==> src/rtl/uart_rx.sv <==
// 8N1 UART receiver: two-flop input synchronizer, mid-bit sampling, one-cycle
// rx_valid / frame_err strobes and a break-wait state after a bad stop bit.
module uart_rx #(
  parameter int unsigned CLKS_PER_BIT = 434
) (
  input  logic       clk,
  input  logic       rst_n,
  input  logic       rx,
  output logic [7:0] rx_data,
  output logic       rx_valid,
  output logic       rx_busy,
  output logic       frame_err
);

  localparam int unsigned   CW      = (CLKS_PER_BIT > 1) ? $clog2(CLKS_PER_BIT) : 1;
  localparam logic [CW-1:0] HALF_M1 = CW'(CLKS_PER_BIT / 2 - 1);
  localparam logic [CW-1:0] FULL_M1 = CW'(CLKS_PER_BIT - 1);

  typedef enum logic [2:0] {
    S_IDLE,
    S_START,
    S_DATA,
    S_STOP,
    S_BREAK
  } state_e;

  state_e        state_q, state_d;
  logic [CW-1:0] cnt_q, cnt_d;
  logic [2:0]    idx_q, idx_d;
  logic [7:0]    shift_q, shift_d;
  logic [7:0]    data_q, data_d;
  logic          valid_q, valid_d;
  logic          ferr_q, ferr_d;
  logic          sync1_q, sync2_q;
  logic          rx_s;

  // Synchronizer resets to the idle level so a reset never fakes a start edge.
  always_ff @(posedge clk or negedge rst_n) begin
    if (!rst_n) begin
      sync1_q <= 1'b1;
      sync2_q <= 1'b1;
    end else begin
      sync1_q <= rx;
      sync2_q <= sync1_q;
    end
  end

  assign rx_s = sync2_q;

  always_ff @(posedge clk or negedge rst_n) begin
    if (!rst_n) begin
      state_q <= S_IDLE;
      cnt_q   <= '0;
      idx_q   <= '0;
      shift_q <= '0;
      data_q  <= '0;
      valid_q <= 1'b0;
      ferr_q  <= 1'b0;
    end else begin
      state_q <= state_d;
      cnt_q   <= cnt_d;
      idx_q   <= idx_d;
      shift_q <= shift_d;
      data_q  <= data_d;
      valid_q <= valid_d;
      ferr_q  <= ferr_d;
    end
  end

  always_comb begin
    state_d = state_q;
    cnt_d   = cnt_q;
    idx_d   = idx_q;
    shift_d = shift_q;
    data_d  = data_q;
    valid_d = 1'b0;
    ferr_d  = 1'b0;
    unique case (state_q)
      S_IDLE: begin
        if (!rx_s) begin
          state_d = S_START;
          cnt_d   = '0;
        end
      end
      S_START: begin
        if (cnt_q == HALF_M1) begin
          if (rx_s) begin
            state_d = S_IDLE;
          end else begin
            state_d = S_DATA;
            cnt_d   = '0;
            idx_d   = '0;
          end
        end else begin
          cnt_d = cnt_q + CW'(1);
        end
      end
      S_DATA: begin
        if (cnt_q == FULL_M1) begin
          shift_d[idx_q] = rx_s;
          cnt_d          = '0;
          idx_d          = idx_q + 3'd1;
          if (idx_q == 3'd7) state_d = S_STOP;
        end else begin
          cnt_d = cnt_q + CW'(1);
        end
      end
      S_STOP: begin
        // Leaving at mid-stop-bit lets a back-to-back start edge be caught.
        if (cnt_q == FULL_M1) begin
          cnt_d = '0;
          if (rx_s) begin
            data_d  = shift_q;
            valid_d = 1'b1;
            state_d = S_IDLE;
          end else begin
            ferr_d  = 1'b1;
            state_d = S_BREAK;
          end
        end else begin
          cnt_d = cnt_q + CW'(1);
        end
      end
      S_BREAK: begin
        if (rx_s) state_d = S_IDLE;
      end
      default: state_d = S_IDLE;
    endcase
  end

  assign rx_data   = data_q;
  assign rx_valid  = valid_q;
  assign frame_err = ferr_q;
  assign rx_busy   = (state_q != S_IDLE);

endmodule

==> config.mk <==
export PLATFORM = sky130hd
export DESIGN_NAME = uart_rx
export DESIGN_NICKNAME = d
export VERILOG_FILES = /design/src/rtl/uart_rx.sv
export SDC_FILE = /design/constraint.sdc
export NUM_CORES = 1
export LEC_CHECK = 0
export CORE_ASPECT_RATIO = 1.4
export CORE_MARGIN = 8
export CORE_UTILIZATION = 30
export CTS_CLUSTER_DIAMETER = 100
export DETAILED_ROUTE_END_ITERATION = 12
export GPL_ROUTABILITY_DRIVEN = 1
export SYNTH_ARGS = -nofsm -noshare
export SYNTH_HDL_FRONTEND = slang
export SYNTH_SLANG_ARGS = --single-unit
export TNS_END_PERCENT = 10
==> constraint.sdc <==
create_clock -name clk -period 2.8 [get_ports clk]
set_clock_uncertainty 0.1 [all_clocks]
set_input_delay 0.42 -clock clk [delete_from_list [all_inputs] [get_ports clk]]
set_output_delay 0.42 -clock clk [all_outputs]
set_load 0.03 [all_outputs]
======== After elaboration in Yosys (flattened, before gate mapping) ========
Index checks and enable logic that the tools add are counted.
cells by class
  add/sub/neg operators ................... 2
  magnitude comparators ................... 2
  equality and inequality tests ........... 14
  multiplexer cells ....................... 26
  reduce and logical (&&, ||, !) cells .... 10
operators with widths
  operator                                              count
  two-way mux 3 bit                                     10
  two-way mux 9 bit                                     3
  case mux 9 bit (3 select lines)                       1
  case mux 3 bit (5 select lines)                       1
  != test 2 bit (second input constant)                 7
  adder 9 x 1 -> 9 bit (second input constant)          1
  == test 9 x 8 -> 1 bit (second input constant)        1
  == test 9 bit (second input constant)                 1
  bitwise mux 8 bit                                     1
  two-way mux 1 bit                                     7
  == test 3 x 2 -> 1 bit (second input constant)        2
  == test 3 bit (second input constant)                 2
  case mux 3 bit (2 select lines)                       1
  AND reduction 6 bit                                   1
  nonzero test 3 bit                                    2
  < comparator 3 x 4 -> 1 bit (second input constant)   1
  AND reduction 4 bit                                   1
  adder 3 x 1 -> 3 bit (second input constant)          1
  demux 1 bit (select 3 bit)                            1
  == test 3 x 1 -> 1 bit (second input constant)        1
  >= comparator 3 x 1 -> 1 bit (second input constant)  1
  logical NOT 3 bit                                     1
  AND reduction 3 bit                                   1
  two-way mux 2 bit                                     1
  other kinds (4)                                       4
storage, ports and cells
  bits in registers ....................... 35
  input bits .............................. 3
  output and inout port bits .............. 11
  logic and storage cells ................. 63

======== Longest topological paths before layout ========
Gate-level depths: netlist of run 1.
  depth after elaboration ................. 5
  mapped depth ............................ 7
  depth with buffers taken out ............ 6

======== Least setup slack after synthesis of run 1 ========
No wires, ideal clock.
  kind .................................... register to register
  start point ............................. register cnt_q[6]
  end point ............................... register data_q[0] (netlist: rx_data[0])
  setup time .............................. 125 ps
  data arrival time ....................... 1771 ps
  required time ........................... 2575 ps
  path slack .............................. 804 ps
  stages on the path, launching flop included .. 6
  path buffers ............................ 1
  period minus slack after synthesis ...... 1996 ps
  cells stage by stage .................... dfrtp_1 -> or4b_4 -> nor2_1 -> and4_1 -> buf_4 -> mux2_2
on the way
  word-level cells in the longest chain between the ends .. 2
RTL lines
  item                                  line  RTL
  from (decl)                           28    logic [CW-1:0] cnt_q, cnt_d;
  from (signal assigned)                61    cnt_q <= cnt_d;
  == test 9 bit                         110   if (cnt_q == FULL_M1) begin
  AND reduction 3 bit (no source line)  n/a
  to (signal assigned)                  64    data_q <= data_d;
  to (decl)                             31    logic [7:0] data_q, data_d;
No other way between the ends.
A chain may end at the register's enable or synchronous reset.

======== Worst setup path in the final report of run 1 ========
  start point ............................. register state_q[2]
  end point ............................... output rx_busy
on the way
  word-level cells in the longest chain between the ends .. 1
RTL lines
  item                    line  RTL
  from (decl)             27    state_e state_q, state_d;
  from (signal assigned)  60    state_q <= state_d;
  nonzero test 3 bit      134   assign rx_busy = (state_q != S_IDLE);
  to (decl)               11    output logic rx_busy,
No other way between the ends.

==> results of run 1 <==
through the flow:
stage | total power (µW) | hold WS, ns
after floorplan | 523 | 0.0244
after global routing | 1030 | 0.263
after detailed placement | 539 | 0.252
after global placement | 539 | 0.246
final | 994 | 0.260
after CTS | 1010 | 0.261
power by group:
part | internal (µW) | switching [µW] | leakage [µW] | total [µW]
clock network | 288 | 178 | 0.0000612 | 466
logic | 4.63 | 12.2 | 0.000417 | 16.9
registers | 508 | 3.30 | 0.000467 | 511
total | 801 | 194 | 0.000945 | 994
layout make-up:
cell class	count	area (µm²)
clock buffer	6	82.6
tap	70	87.6
fill	607	3700
clock inverter	2	35.0
timing repair buffer	15	145
sequential	35	878
inverter	5	18.8
multi-input combinational	114	835
kinds of logic after synthesis:
kind of cell	Yosys count	synth area share, %
and+or+nand+nor	59	19.2
adders and majority gates	5	3.55
AOI/OAI and AO/OA	31	12.6
xor gates and xnor gates	1	0.497
DFF	35	49.8
buffers and inverters	11	2.84
muxes	18	11.5
layer usage:
metal	share of wire, %	wire, µm	GRT usage [%]	vias up
met4	1.7	61	3.85	0
met5	0	0	0	-
met3	4.7	164	2.93	6
met2	51	1790	15.1	25
met1	42	1490	9.99	607
li1	-	-	-	621
cell usage in the layout, fill, tap and decap left out, drive strengths merged, types with 2 or more instances in the layout:
cell type / instances
clkdlybuf4s50: 13
ha: 5
o31a: 2
inv: 5
o21a: 3
or3b: 2
a32o: 2
nand2: 15
and4b: 2
nor4: 3
dfrtp: 33
buf: 2
a21o: 3
o21ai: 5
nor2b: 5
nand3: 9
o22ai: 6
dfstp: 2
nor3: 2
nand4: 5
mux2: 18
o211ai: 4
and2: 2
a21oi: 4
clkbuf: 6
nor2: 9
flip-flops by register name (all words and copies together) (netlist names):
signal and cells:
cnt_q 9, rx_s 1, sync1_q 1, shift_q 8, rx_valid 1, rx_data 8
state_q 3, idx_q 3, frame_err 1
synthesized netlist by cell type, types with 3 or more instances:
library cell / count
o22ai_1: 6
o21a_1: 3
o211ai_1: 3
nor2_1: 9
inv_1: 5
o21ai_0: 5
nand2_1: 15
nor2b_1: 5
nand3_1: 9
mux2_2: 16
dfrtp_1: 33
clkbuf_1: 3
nand4_1: 5
ha_1: 5
a21oi_1: 3
worst max path at each step:
stage	from	endpoint	slack [ns]
2_1_floorplan	cnt_q[6]	rx_data[0]	0.80
3_3_place_gp	cnt_q[6]	rx_data[4]	0.59
3_5_place_dp	cnt_q[6]	rx_data[1]	0.53
4_1_cts	state_q[2]	rx_busy	0.49
5_1_grt	cnt_q[6]	rx_data[4]	0.41
6_report	state_q[2]	rx_busy	0.50
==> impl_metrics.py, run 1 <==
metrics = {
    "synth": {
        "synth_top_cell_area_share_pct": 46.8,
        "yosys.area.top_type": "dfrtp_1",
        "synthTopCellsByArea": "dfrtp_1, mux2_2, ha_1",
        "ys.warnings.count": 0,
        "syn-num-nets": 168,
        "synth_edf_count": 0,
        "synth_cells": 160,
        "ys_ff_latch": 35,
        "syn_area_per_cell_um2": 11.0,
        "ys_async_sr_fraction_pct": 100,
        "yosysUniqueCellTypes": 39,
        "synth-main-ff-cell": "dfrtp_1",
        "syn_area_um2": 1760,
        "ys_seq_area_share_pct": 49.8,
    },
    "clocking": {
        "cts_sinks": 35,
        "cts.path.max_buffers": 2,
        "cts_resized": 0,
        "clkSlewWorstSetupHoldPaths_ns": 0.07,
        "hold_buffers": 0,
        "htree_levels": 2,
        "cts_made_buffers": 5,
        "cts_tree": "built",
        "cts_root_buf": "clkbuf_8",
        "cts_setup_buffers": 0,
        "clk_latency_ns": 0.29,
    },
    "critical_path": {
        "slowest_delay_ns": 0.60,
        "crit_cells": 2,
        "cp_max_fo": 12,
        "worst-path-buf-inv": 1,
        "worstPathArrival_ns": 1.78,
        "rr_startpoint": "cnt_q[6]",
        "critPathTopFamily": "buffers and inverters",
        "cp_slowest_cell": "clkdlybuf4s50_1",
        "r2r-end": "rx_data[6]",
        "r2r_setup_slack_ns": 0.54,
        "rr_worst_depth": 4,
        "cp-start-kind": "register",
        "path_cells": "or3_1 > clkdlybuf4s50_1",
        "critical_path_class": "reg2out",
        "required_ns": 2.28,
        "endpoint_kind": "primary output",
    },
    "timing": {
        "fin_crit_ns": 2.30,
        "tns_ns": 0,
        "max_slew_margin_pct": 58.2,
        "finalHoldViolations": 0,
        "finalSetupViolations": 0,
        "fmax_mhz": 435,
        "rsz0062_at_grt": "false",
        "timing.final.crit_share_pct": 82.1,
        "layout_setup_ws_ns": 0.501,
        "tightest_slew_ns": 0.619,
        "drv_slew": 0,
    },
    "power_and_ir_drop": {
        "p_per_area_nw_per_um2": 478,
        "ir_drop_v": 0.000301,
        "p_leak_uw": 0.000945,
    },
    "die": {
        "core_um2": 5780,
        "die_h_um": 107,
        "pin_count": 14,
        "initial_core_util_pct": 30.5,
        "dieArea_um2": 8620,
        "rows": 33,
        "die_width_um": 80.8,
    },
    "place": {
        "dp_slack_ns": 0.528,
        "dp_hpwl_um": 2500,
        "place_area_um2": 1960,
        "portBuffers": 13,
        "gp_congestion": 0.750,
        "dp.cells": 239,
    },
    "global_route": {
        "grtUsageTotal_pct": 8.97,
        "grt_max_degree": 36,
        "grt_overflow": 0,
        "grt_pass1_wl_um": 6190,
        "antenna_found_initial": 0,
        "grt_pass1_vias": 1296,
    },
    "cells_and_area": {
        "final_util_pct": 36.0,
        "stdcell_count": 247,
        "fin_nets": 184,
        "areaGrowthSynthToFinish_pct": 18.1,
        "num_antenna_cells": 0,
        "drive_above_1_share_pct": 19.8,
        "fin_area_um2": 2080,
    },
    "route": {
        "postRouteAntennaNets": 0,
        "vias_per_cell": 5.10,
        "wl_um": 3510,
        "drt_iter0_drc": 72,
        "vias": 1259,
        "drt-pass1-iter-count": 4,
        "wl_per_cell_um": 14.2,
        "drc": 0,
    },
    "min_path": {
        "hp-class": "reg2reg",
        "whs_path_depth": 0,
        "hold_path_end": "rx_s",
        "hp-start": "sync1_q",
    },
    "run_status": {
        "outcome": "finished, final reports clean",
    },
    "run": {
        "maxCapViolCount": 0,
    },
}
(Power assumes the default switching activity.)
==> run 2, diff against run 1 <==
clock period = 2 ns   (was 2.8 ns; I/O delays follow)
==> impl_metrics.py, run 2 (synthesis results as in run 1) <==
metrics = {
    "place": {
        "gp_congestion": 0.845,
        "dp_hpwl_um": 2610,
        "portBuffers": 13,
    },
    "cells_and_area": {
        "largest_register_ffs": 9,
        "fillerInstances": 599,
        "layout_common_cells": "dfrtp_1, buf_4, mux2_2",
        "top_register": "cnt_q",
        "areaGrowthSynthToFinish_pct": 25.3,
        "fin_nets": 203,
        "num_antenna_cells": 0,
        "drive_above_1_share_pct": 28.1,
        "layout.cells.most_common": "dfrtp_1",
    },
    "critical_path": {
        "cp_slowest_cell": "or4b_4",
        "required_ns": 2.07,
        "critical_path_class": "reg2reg",
        "r2r-end": "shift_q[0]",
        "endpoint_kind": "register",
        "slowest_delay_ns": 0.55,
        "critPathTopFamily": "simple AND/OR/NAND/NOR gates",
        "rr_worst_depth": 5,
        "cp-start-kind": "register",
        "worstPathArrival_ns": 2.10,
        "rr_startpoint": "cnt_q[3]",
        "r2r_setup_slack_ns": -0.03,
        "worst-path-buf-inv": 1,
        "path_cells": "or4b_4 > buf_6 > nor4_4 > nand2_1 > mux2_2",
        "cp_max_fo": 5,
    },
    "global_route": {
        "grt_pass1_vias": 1346,
        "grt_overflow": 0,
        "grtUsageTotal_pct": 9.39,
        "antenna_found_initial": 0,
        "grt_pass1_wl_um": 6400,
        "grt_max_degree": 36,
    },
    "clocking": {
        "cts_root_buf": "clkbuf_8",
        "clkSlewWorstSetupHoldPaths_ns": 0.07,
        "cts_made_buffers": 5,
        "hold_buffers": 0,
        "htree_levels": 2,
        "cts_tree": "built",
        "cts.path.max_buffers": 2,
        "cts_sinks": 35,
        "clk_latency_ns": 0.28,
    },
    "route": {
        "postRouteAntennaNets": 0,
        "drt-pass1-iter-count": 4,
        "vias_per_cell": 5.06,
        "wl_per_cell_um": 13.9,
        "drc": 0,
        "wl_um": 3690,
        "drt_iter0_drc": 101,
        "vias": 1346,
    },
    "die": {
        "rows": 33,
        "initial_core_util_pct": 30.5,
        "pin_count": 14,
        "die_width_um": 80.8,
        "dieArea_um2": 8620,
        "die_h_um": 107,
        "core_um2": 5780,
    },
    "power_and_ir_drop": {
        "p_leak_uw": 0.00102,
        "p_switching_uw": 262,
        "power_frac_seq_pct": 58.3,
        "combPwrFrac_pct": 2.2,
        "p_clk_share_pct": 39.5,
        "internal-power_uw": 963,
        "p_sw_share_pct": 21.4,
        "ir_drop_v": 0.000445,
        "p_per_area_nw_per_um2": 555,
    },
    "run_status": {
        "violations": "setup timing",
        "outcome": "complete, but fails checks",
    },
    "timing": {
        "drv_slew": 0,
        "finalHoldViolations": 0,
        "max_slew_margin_pct": 69.7,
        "fin_crit_ns": 2.03,
        "rsz0062_at_grt": "true",
        "timing.final.crit_share_pct": 101,
        "tightest_slew_ns": 0.455,
        "timing.hold.ws_ns": 0.256,
        "finalSetupViolations": 4,
        "layout_setup_ws_ns": -0.0269,
        "tns_ns": -0.0898,
        "fmax_mhz": 493,
    },
    "min_path": {
        "whs_path_depth": 0,
        "hold_path_end": "rx_s",
        "hp-class": "reg2reg",
        "hp-start": "sync1_q",
    },
    "run": {
        "maxCapViolCount": 0,
    },
}
[run 2: how the worst max path moves through the flow]
| stage | depth (start not counted) | to | startpoint | slack (ns) |
|---|---|---|---|---|
| after global routing | 5 | shift_q[0] | cnt_q[3] | -0.10 |
| after global placement | 5 | shift_q[2] | cnt_q[6] | 0.01 |
| after floorplan | 5 | rx_data[0] | cnt_q[6] | 0.004 |
| after detailed placement | 5 | shift_q[0] | cnt_q[6] | -0.03 |
| final | 5 | shift_q[0] | cnt_q[3] | -0.03 |
| after CTS | 5 | rx_data[0] | cnt_q[6] | -0.005 |
[run 2: cell type report]
class	instances	area (µm²)	area share, %
Sequential cell	35	878	39.8
Tap cell	70	87.6	3.97
Clock buffer	7	76.3	3.46
Inverter	5	18.8	0.850
Timing Repair Buffer	34	290	13.1
Clock inverter	1	5.00	0.227
Multi-Input combinational cell	114	852	38.6
[run 2: power groups by stage]
stage               Clock, µW  Combinational [µW]  Sequential [µW]
finish                    484                27.3              715
global route              528                32.6              714
CTS                       505                28.7              714
detailed placement          0                28.6              728
global placement            0                28.5              728
floorplan                   0                6.06              726
[run 2: per-stage QoR]
stage	util [%]	worst slack [ns]	total power, µW	instance area (µm²)	instances
after floorplan	-	0.00431	732	1760	160
after global placement	36.1	0.0113	756	2080	255
after detailed placement	36.1	-0.0270	756	2080	255
after CTS	37.5	-0.00531	1250	2170	263
after global routing	38.2	-0.103	1280	2210	266
final	38.2	-0.0269	1230	2210	266
[run 2: timing repair]
action / CTS / global route
setup endpoints to repair: 13 / 26
gates resized for setup: 2 / 5
pin swaps: 2 / 5
setup buffers: 0 / 3
[run 2: layer usage]
| metal | up-vias | GRT usage, % | wire [µm] |
|---|---|---|---|
| li1 | 658 | - | - |
| met1 | 662 | 10.7 | 1570 |
| met2 | 21 | 15.2 | 1900 |
| met3 | 5 | 2.51 | 151 |
| met4 | 0 | 5.38 | 76 |
| met5 | - | 0 | 0 |
